<file path="src/rtl/calc_sequencer.sv">
// ============================================================================
// Module   : calc_sequencer (with adder_subtractor_nbit)
// Brief    : Add/sub/multiply/clear sequencer; shift-add multiply through one adder.
// Revision : 1.0 - initial release
// ============================================================================
`default_nettype none

module adder_subtractor_nbit #(
  parameter int n = 4
) (
  input  logic [n-1:0] x,
  input  logic [n-1:0] y,
  input  logic         add_n,
  output logic [n-1:0] s,
  output logic         c_out,
  output logic         overflow
);
  logic [n-1:0] w_y_eff;
  logic [n:0]   w_sum;

  // add_n=1 selects x - y as x + ~y + 1
  assign w_y_eff  = y ^ {n{add_n}};
  assign w_sum    = {1'b0, x} + {1'b0, w_y_eff} + {{n{1'b0}}, add_n};
  assign s        = w_sum[n-1:0];
  assign c_out    = w_sum[n];
  assign overflow = (x[n-1] == w_y_eff[n-1]) && (w_sum[n-1] != x[n-1]);
endmodule

module calc_sequencer #(
  parameter int n = 4
) (
  input  logic           clk,
  input  logic           reset_n,
  input  logic           start,
  input  logic [1:0]     op,
  input  logic [n-1:0]   a,
  input  logic [n-1:0]   b,
  output logic           busy,
  output logic           done,
  output logic [2*n-1:0] result,
  output logic           overflow,
  output logic           c_out
);
  localparam int CW = $clog2(n) + 1;

  localparam logic [2:0] S_IDLE   = 3'd0;
  localparam logic [2:0] S_ADDSUB = 3'd1;
  localparam logic [2:0] S_MUL    = 3'd2;
  localparam logic [2:0] S_MDONE  = 3'd3;
  localparam logic [2:0] S_CLR    = 3'd4;

  logic [2:0]     state_q, state_d;
  logic [n-1:0]   a_q, a_d, b_q, b_d;
  logic           sub_q, sub_d;
  logic [n-1:0]   acc_hi_q, acc_hi_d, acc_lo_q, acc_lo_d;
  logic [CW-1:0]  count_q, count_d;
  logic [2*n-1:0] result_q, result_d;
  logic           ovf_q, ovf_d, cout_q, cout_d, done_q, done_d;

  logic [n-1:0]   w_x, w_y, w_s;
  logic           w_add_n, w_cout, w_ovf;

  adder_subtractor_nbit #(.n(n)) u_addsub (
    .x        (w_x),
    .y        (w_y),
    .add_n    (w_add_n),
    .s        (w_s),
    .c_out    (w_cout),
    .overflow (w_ovf)
  );

  always_ff @(posedge clk or negedge reset_n) begin
    if (!reset_n) begin
      state_q  <= S_IDLE;
      a_q      <= '0;
      b_q      <= '0;
      sub_q    <= 1'b0;
      acc_hi_q <= '0;
      acc_lo_q <= '0;
      count_q  <= '0;
      result_q <= '0;
      ovf_q    <= 1'b0;
      cout_q   <= 1'b0;
      done_q   <= 1'b0;
    end else begin
      state_q  <= state_d;
      a_q      <= a_d;
      b_q      <= b_d;
      sub_q    <= sub_d;
      acc_hi_q <= acc_hi_d;
      acc_lo_q <= acc_lo_d;
      count_q  <= count_d;
      result_q <= result_d;
      ovf_q    <= ovf_d;
      cout_q   <= cout_d;
      done_q   <= done_d;
    end
  end

  always_comb begin
    state_d = state_q;
    case (state_q)
      S_IDLE: begin
        if (start) begin
          case (op)
            2'b10:   state_d = S_MUL;
            2'b11:   state_d = S_CLR;
            default: state_d = S_ADDSUB;
          endcase
        end
      end
      S_MUL:   if (count_q == CW'(n - 1)) state_d = S_MDONE;
      default: state_d = S_IDLE;
    endcase
  end

  always_comb begin
    a_d      = a_q;
    b_d      = b_q;
    sub_d    = sub_q;
    acc_hi_d = acc_hi_q;
    acc_lo_d = acc_lo_q;
    count_d  = count_q;
    result_d = result_q;
    ovf_d    = ovf_q;
    cout_d   = cout_q;
    done_d   = 1'b0;
    case (state_q)
      S_IDLE: begin
        if (start) begin
          a_d      = a;
          b_d      = b;
          sub_d    = op[0];
          acc_hi_d = '0;
          acc_lo_d = b;
          count_d  = '0;
        end
      end
      S_ADDSUB: begin
        result_d = {{n{w_s[n-1]}}, w_s};
        ovf_d    = w_ovf;
        cout_d   = w_cout;
        done_d   = 1'b1;
      end
      S_MUL: begin
        // Shift the partial sum right; its LSB becomes a product bit in acc_lo
        acc_hi_d = {w_cout, w_s[n-1:1]};
        acc_lo_d = {w_s[0], acc_lo_q[n-1:1]};
        count_d  = count_q + CW'(1);
      end
      S_MDONE: begin
        result_d = {acc_hi_q, acc_lo_q};
        ovf_d    = 1'b0;
        cout_d   = 1'b0;
        done_d   = 1'b1;
      end
      S_CLR: begin
        result_d = '0;
        ovf_d    = 1'b0;
        cout_d   = 1'b0;
        done_d   = 1'b1;
      end
      default: ;
    endcase
  end

  always_comb begin
    w_x     = '0;
    w_y     = '0;
    w_add_n = 1'b0;
    case (state_q)
      S_ADDSUB: begin
        w_x     = a_q;
        w_y     = b_q;
        w_add_n = sub_q;
      end
      S_MUL: begin
        w_x = acc_hi_q;
        w_y = acc_lo_q[0] ? a_q : '0;
      end
      default: ;
    endcase
  end

  assign busy     = (state_q != S_IDLE);
  assign done     = done_q;
  assign result   = result_q;
  assign overflow = ovf_q;
  assign c_out    = cout_q;
endmodule

`default_nettype wire

</file>
<file path="config.mk">
export PLATFORM = sky130hd
export DESIGN_NAME = calc_sequencer
export DESIGN_NICKNAME = d
export VERILOG_FILES = /design/src/rtl/calc_sequencer.sv
export SDC_FILE = /design/constraint.sdc
export NUM_CORES = 1
export LEC_CHECK = 0
export ABC_AREA = 1
export CAP_MARGIN = 20
export CORE_UTILIZATION = 25
export DETAILED_ROUTE_END_ITERATION = 10
export GPL_TIMING_DRIVEN = 0
export PLACE_DENSITY_LB_ADDON = 0.15
export SETUP_SLACK_MARGIN = 0.3
export SYNTH_ARGS = -nofsm -noshare
export SYNTH_HDL_FRONTEND = slang
export SYNTH_HIERARCHICAL = 1
export SYNTH_SLANG_ARGS = --single-unit
</file>
<file path="constraint.sdc">
create_clock -name clk -period 7.2 [get_ports clk]
set_clock_uncertainty 0.2 [all_clocks]
set_input_delay 0.72 -clock clk [delete_from_list [all_inputs] [get_ports clk]]
set_output_delay 0.72 -clock clk [all_outputs]
set_load 0.005 [all_outputs]
</file>
# Word level (Yosys, flattened, before mapping)
# Cells that the tools add are included.
# word_totals
regBits	34
latchBits	0
ram_bits	0
rom_bits	0
inputBits	13
output_inout_bits	12
word_cells	55
mem_count	0
# op_classes
addsub	3
n_mul	0
n_div	0
n_lt_le_gt_ge	0
n_eq_ne	11
n_shift	0
mux	18
n_bitwise	1
reduce_logical	11
# op_table
cell	count
$pmux 4 s2	4
$pmux 8 s3	1
$pmux 3 s2	3
$mux 4	3
$eq 3x2->1 const B	3
$mux 3	3
$reduce_and 2->1	3
$reduce_bool 3->1	2
$add 4x4->5	1
$add 5x1->5	1
$eq 2x2->1 const B	2
$ne 2x2->1 const B	2
$pmux 1 s2	2
$reduce_bool 2->1	2
$xor 4x4->4	1
$add 3x1->3 const B	1
$eq 3x1->1 const B	1
$eq 3x3->1 const B	1
$logic_not 3->1	1
$reduce_or 3->1	1
$mux 1	2
$reduce_or 2->1	1
$eq 1x1->1	1
$logic_and 1x1->1	1
$ne 1x1->1	1

# Logic depth before layout (Yosys ltp)
# Gate-level depths: netlist of run 1.
# logic_depth
depth_word	8
mapped_depth	17
depth_no_buf	17

# Cells and area by module
# Netlist of run 1, hierarchy kept.
# modules_own_cells
module	instances	cells_per_inst	area_per_inst_um2
calc_sequencer	1	194	1609.0
adder_subtractor_nbit	1	29	207.7

# Worst setup path before layout of run 1
# No wires, ideal clock.
# synth_path
path_kind	reg-to-reg
start	register state_q[0]
end	register result_q[3], in the netlist result[3]
arrival_time_ns	2.121
required_ns	6.883
setup_slack_ns	4.762
stages_incl_launch_ff	16
n_path_buf	1
cell_sequence	dfrtp_1 buf_4 nand3_2 nor2_1 xor2_1 ha_1 nand2_1 inv_1 nand2_2 nand2_1 nand2_1 nand2_1 nand3_1 nand2_1 nand2_1 nand2_1
# synth_via
elab_chain_cells	6
# synth_lines
element	line_no	rtl
start: declaration	52	logic [2:0] state_q, state_d;
start signal: assignment	86	state_q <= state_d;
$eq 3x1->1 *	171	case (state_q)
$mux 1 *	171	
named net w_add_n	61	logic w_add_n, w_cout, w_ovf;
$xor 4x4->4	22	assign w_y_eff = y ^ {n{add_n}};
$add 4x4->5	23	assign w_sum = {1'b0, x} + {1'b0, w_y_eff} + {{n{1'b0}}, add_n};
$add 5x1->5 *	23	
named net w_s[3]	60	logic [n-1:0] w_x, w_y, w_s;
$pmux 8 s3 *	128	case (state_q)
end signal: assignment	93	result_q <= result_d;
end: declaration	57	logic [2*n-1:0] result_q, result_d;
# Mark *: on every way through the listed nets, which the timed path passes. The rest lies on a longest branch.
# A chain may end at the register's enable or synchronous reset.

# Worst setup path in the final report of run 1
# Same ends and word-level chain as after synthesis.

==> results.md, run 1 <==
* Status: finished, final reports clean
* Chip height at 87.2 µm
* Synthesized netlist net count at 242
* Port bufs at 24
* Routed Antenna Nets at 0
* Area delta synth->final at 24.8%
* Critical path required time at 7.19 ns
* Die Wd at 87.2 µm
* Reg2Reg Depth at 15
* Yosys warnings at 6
* Post-synthesis average cell area at 8.15 µm²
* Post-synth top area share at 0.468
* Cell taking the most area after synthesis: dfrtp_1
* All-Layer GR Usage at 0.119
* Pwr/cell area at 398 nW/µm²
* Final Hold Vio Count at 0
* Most numerous cell in the Yosys netlist: nand2_1
* Dpl cells at 343
* CTS tree: yes
* Leakage power at 1.15 nW
* Clk sinks at 34
* VDD IR max at 0.120 mV
* Vias at 1,466
* CTS Buf Count at 5
* Main synth FF type: dfrtp_1
* Crit-path most repeated cell: nand2_1
* DP Worst Slack at 4.37 ns
* Fmax at 355 MHz
* Die ar. at 7610 µm²
* Crit Path Class: flip-flop to flip-flop
* Residual DRC at 0
* Clock Path Buffers at 2
* RD Place Congestion at 0.715
* Rel. slew slack at 0.492
* Initial Util at 0.263
* Final core occ at 0.328
* Ranking of synthesized cells by area: dfrtp_1 (47%), nand2_1 (17%), o21ai_0 (5.2%)
* Synth Register Bits at 34
* Minimum clock period at 2.82 ns
* Mapped Cells at 223
* Final Cycle Share at 0.391
* CP Max Fanout at 10
* Fraction of registers with async set/reset at 1.00
* Post-CTS setup buffers at 0
* DRT iter0 DRCs at 62
* Drt pass-1 iters at 4
* Final global-route overflow total at 0
* DP HPWL at 3060 µm
* Maximum number of pins on one net before global-route repair at 35
* Synth cell types at 25
* WP depth at 15
* Share of cells above drive strength 1 at 0.114
* Clock H-tree levels at 2
* Final WL at 4050 µm
* Worst reg2reg endpoint: result[3]
* Worst-Skew Late Latency at 0.29 ns
* Clock Tree Root: clkbuf_8
* Register area share after synthesis at 0.468
* Family with the most delay on the worst path: simple AND/OR/NAND/NOR gates
* Critical Path Slowest Stage Cell: dfrtp_1
* Ant. Diodes at 0
* Initial antenna violation count at 0
* Number of global-route vias before repair at 1,442
* Core Box Area at 6910 µm²
* # setup viols final at 0
* Hold-fix buffers, CTS at 0
* Post_cts resized at 0
* Row count at 30
* Design Area, Final at 2270 µm²
* Non-Filler Instances at 351
* Worst hold path class: primary input to asynchronous set/reset pin
* First-pass GRT wire length at 6940 µm
* Register-to-register path setup slack at 4.38 ns
* Via-to-Cell Ratio at 4.18
* Crit path setup slack, layout at 4.38 ns
* Wire per inst at 11.5 µm
* Clock-pin slew on the worst setup and hold paths at 0.07 ns
* RR Startpoint: state_q[0]
* Worst-path cell chain: buf_4 -> nand3_2 -> nor2_1 -> xor2_1 -> ha_1 -> nand2_1 -> inv_1 -> nand2_2 -> nand2_1 -> nand2_1 -> nand2_1 -> nand3_1 -> nand2_1 -> nand2_1 -> nand2_1
* Area after DPL at 2170 µm²
* Synthesized area at 1820 µm²
* Synth cell count leaders: nand2_1 (84), dfrtp_1 (34), inv_1 (20), o21ai_0 (19), nand3_1 (16)
* Sum Neg Setup Slack at 0 ns
* Buf/Inv on CP at 2
* Final Max Slew Viols at 0
* Number of synthesized flops with an enable pin at 0
* Critical path arrival at 2.80 ns
* CP endpoint kind: flip-flop
* Fin Hold WS at 0.277 ns
* Max-cap viol count at 0
* RSZ-0062 raised after global routing: no
* Delay of the slowest critical-path stage at 0.42 ns
* Worst-margin pin slew at 0.762 ns
* # nets final at 273
* CP startpoint kind: flip-flop
* Final Power at 0.903 mW
* Top Ports at 25
==> worst max path at each step <==
stage | startpoint | slack, ns | to
floorplan | state_q[0] | 4.76 | result[3]
CTS | state_q[0] | 4.35 | result[3]
detailed placement | state_q[0] | 4.37 | result[3]
finish | state_q[0] | 4.38 | result[3]
global route | state_q[2] | 4.03 | result[5]
global placement | reset_n | 4.36 | a_q[3]
==> area by class of cell <==
type	count	area, µm²
inverter	25	96.3
multi-input combinational	160	842
sequential	34	851
fill	761	4640
buffer	4	27.5
clock inverter	2	12.5
clock buffer	6	82.6
timing repair buffer	24	235
tap	96	120
==> sequential cells by signal (all words and copies together), names as in the netlist, 3 cells and up <==
signal and flops:
result 8, b_q 4, acc_hi_q 4, count_q 3, a_q 4, state_q 3
acc_lo_q 4
==> placed cells by master, fill, tap and decap left out, types with 2 or more instances in the layout <==
cell and count:
nand4_1 8, nor2_4 2, buf_2 2, nand2_2 4, nand3_2 3, dfrtp_1 34
inv_2 3, ha_1 5, clkdlybuf4s50_1 23, o21ai_0 19, inv_1 20, clkbuf_8 6
a21oi_1 2, nand2_1 84, nor2_1 5, nand3_1 16, buf_4 3, xor2_1 5
==> kinds of logic (layout without fill, tap and decap cells) <==
group	Yosys count	in the layout	synth area share
xor+xnor	5	5	0.0241
flops	34	34	0.468
buf+inv	29	61	0.0682
compound gates	26	26	0.0861
simple gates	123	123	0.308
fa+ha+maj	6	6	0.0455
==> layer usage <==
layer / GRT usage / vias up / share of wire
li1: - / 781 / -
met5: 0 / - / 0
met2: 0.181 / 29 / 0.44
met4: 0.0462 / 0 / 0.011
met3: 0.0322 / 7 / 0.045
met1: 0.161 / 649 / 0.50
==> power by group <==
group / switching [mW] / internal (mW)
Combinational: 0.268 / 0.167
Sequential: 0.0490 / 0.267
Clock: 0.0741 / 0.0769
No activity file was read; power rests on OpenSTA's default activity.
==> run 2, diff against run 1 <==
clock period = 2.5 ns   (was 7.2 ns; I/O delays follow)
==> run 2 against run 1 <==
- via count up 6.8%
- combinational power rose to 3.8 times the previous value
- utilization up 4.8 points
- first-iteration DRC count up 8.1%
- clock power rose to 3.3 times the previous value
- cell count up 6.0%
- die area unchanged
- fmax up 18%
- worst hold slack worse by 0.0051 ns
- worst setup slack worse by 4.3 ns
- sequential share of layout area down 4.7 points
- critical path type unchanged
- largest cell class is now multi-input gates
- highest routed layer unchanged
==> results.md, run 2 (same netlist as run 1, synthesis figures left out) <==
* # nets final at 294
* RR Startpoint: state_q[0]
* Fmax at 418 MHz
* CTS Buf Count at 5
* Chip height at 87.2 µm
* Worst-margin pin slew at 0.759 ns
* Clock Tree Root: clkbuf_8
* CTS tree: yes
* P_sw at 1.29 mW
* CP Max Fanout at 7
* Clock power share at 0.163
* CP startpoint kind: flip-flop
* Clk sinks at 34
* Register-to-register path setup slack at 0.11 ns
* Pwr/cell area at 1190 nW/µm²
* Die ar. at 7610 µm²
* Share of cells above drive strength 1 at 0.264
* Routed Antenna Nets at 0
* Final global-route overflow total at 0
* # setup viols final at 0
* Critical path required time at 2.49 ns
* Sequential power share at 0.297
* Die Wd at 87.2 µm
* Area delta synth->final at 42.9%
* Crit path setup slack, layout at 0.105 ns
* Commonest non-fill, non-tap cell in the layout: nand2_1
* Port bufs at 24
* Clock-pin slew on the worst setup and hold paths at 0.07 ns
* Core Box Area at 6910 µm²
* RD Place Congestion at 0.735
* DRT iter0 DRCs at 67
* Final Cycle Share at 0.958
* First-pass GRT wire length at 7180 µm
* Critical path arrival at 2.38 ns
* Final Max Slew Viols at 0
* Combinational share of power at 0.540
* Worst hold path class: flip-flop to flip-flop
* Wire per inst at 11.6 µm
* Cell-internal power at 1.80 mW
* Initial antenna violation count at 0
* Residual DRC at 0
* Drt pass-1 iters at 4
* RSZ-0062 raised after global routing: yes
* All-Layer GR Usage at 0.125
* Maximum number of pins on one net before global-route repair at 35
* Final core occ at 0.376
* Critical Path Sink: result[7]
* Minimum clock period at 2.39 ns
* Rel. slew slack at 0.494
* Most frequent cells in the layout: nand2_1 (77), dfrtp_1 (33), clkdlybuf4s50_1 (23), inv_1 (19), buf_4 (18)
* Row count at 30
* DP HPWL at 3010 µm
* Clock Path Buffers at 2
* Ant. Diodes at 0
* Crit Path Class: flip-flop to flip-flop
* Worst reg2reg endpoint: result[7]
* Clock H-tree levels at 2
* Crit path launch: state_q[0]
* Number of global-route vias before repair at 1,514
* Max-cap viol count at 0
* VDD IR max at 0.382 mV
* Sw frac at 0.417
* Worst-Skew Late Latency at 0.29 ns
* Final WL at 4330 µm
* Via-to-Cell Ratio at 4.21
* CP endpoint kind: flip-flop
* DP Worst Slack at -0.117 ns
* Leakage power at 1.27 nW
* Top Ports at 25
* Status: finished, final reports clean
* Final Hold Vio Count at 0
* Initial Util at 0.263
* Max reg flops at 8
* Reg2Reg Depth at 13
* Vias at 1,566
* Sum Neg Setup Slack at 0 ns
run 2: cell count changes in the layout (fill, tap and decap cells not counted), sizes merged:
cell         before  now
inv              24   25
dlygate4sd3       0    1
bufinv            0    1
buf               5   25
clkbuf            6    7
clkinv            2    0
clkinvlp          1    0
run 2: how the worst min path moves through the flow:
stage                          from   endpoint  cells past startpoint
after floorplan             reset_n     a_q[0]                      0
after global placement    result[3]  result[3]                      2
after detailed placement    reset_n       done                      1
after CTS                     c_out      c_out                      2
after global routing      result[2]  result[2]                      2
final                         c_out      c_out                      2
run 2: layout make-up:
type                            instances  area (µm²)
Clock buffer                            7        76.3
Buffer                                  4        35.0
Timing Repair Buffer                   45         407
Tap cell                               96         120
Fill cell                             731        4310
Sequential cell                        34         852
Multi-Input combinational cell        160         972
Clock inverter                          1        30.0
Inverter                               25         104
run 2: metrics by stage:
step / cells / instance area [µm²] / hold WS, ns / power [mW]
2_1_floorplan: 223 / 1850 / -0.246 / 1.82
3_3_place_gp: 343 / 2210 / 0.261 / 2.24
3_5_place_dp: 343 / 2200 / 0.179 / 2.24
4_1_cts: 368 / 2500 / 0.279 / 2.99
5_1_grt: 372 / 2600 / 0.301 / 3.34
6_report: 372 / 2600 / 0.272 / 3.09
run 2: routing by layer:
metal / vias to the layer above / share of wire / GRT usage
met5: - / 0 / 0
met4: 0 / 0.018 / 0.0581
met3: 8 / 0.035 / 0.0284
met2: 32 / 0.45 / 0.193
met1: 711 / 0.50 / 0.166
li1: 815 / - / -
run 2: timing repair:
action	in CTS	in global routing
pin swaps	14	18
hold endpoints to repair	34	0
hold buffers	1	0
cloned	0	0
setup buffers	16	4
gates resized for setup	18	19
setup endpoints to repair	13	13
run 2: worst max-delay path: stages, from the launching register on:
cell and delay, ns:
dfrtp_1 0.43, buf_6 0.13, nand3_4 0.15, nor2_4 0.20, xor2_1 0.17, ha_1 0.30, a21oi_4 0.21, nand2_2 0.07
nand2_2 0.08, nand2_4 0.06, nand3_4 0.10, nand2_1 0.06, nand2_1 0.07, nand2_1 0.05
run 2: power by group through the flow:
stage / logic, mW / registers, mW / clock network, mW
6_report: 1.67 / 0.917 / 0.505
2_1_floorplan: 0.922 / 0.896 / 0
3_3_place_gp: 1.32 / 0.921 / 0
3_5_place_dp: 1.31 / 0.926 / 0
4_1_cts: 1.55 / 0.918 / 0.517
5_1_grt: 1.86 / 0.942 / 0.538
==> run 3, diff against run 2 <==
CTS_CLUSTER_SIZE = 20   (was unset)
==> results of run 3 <==
Same layout as run 2: the final DEF is identical, and so are final timing and power.
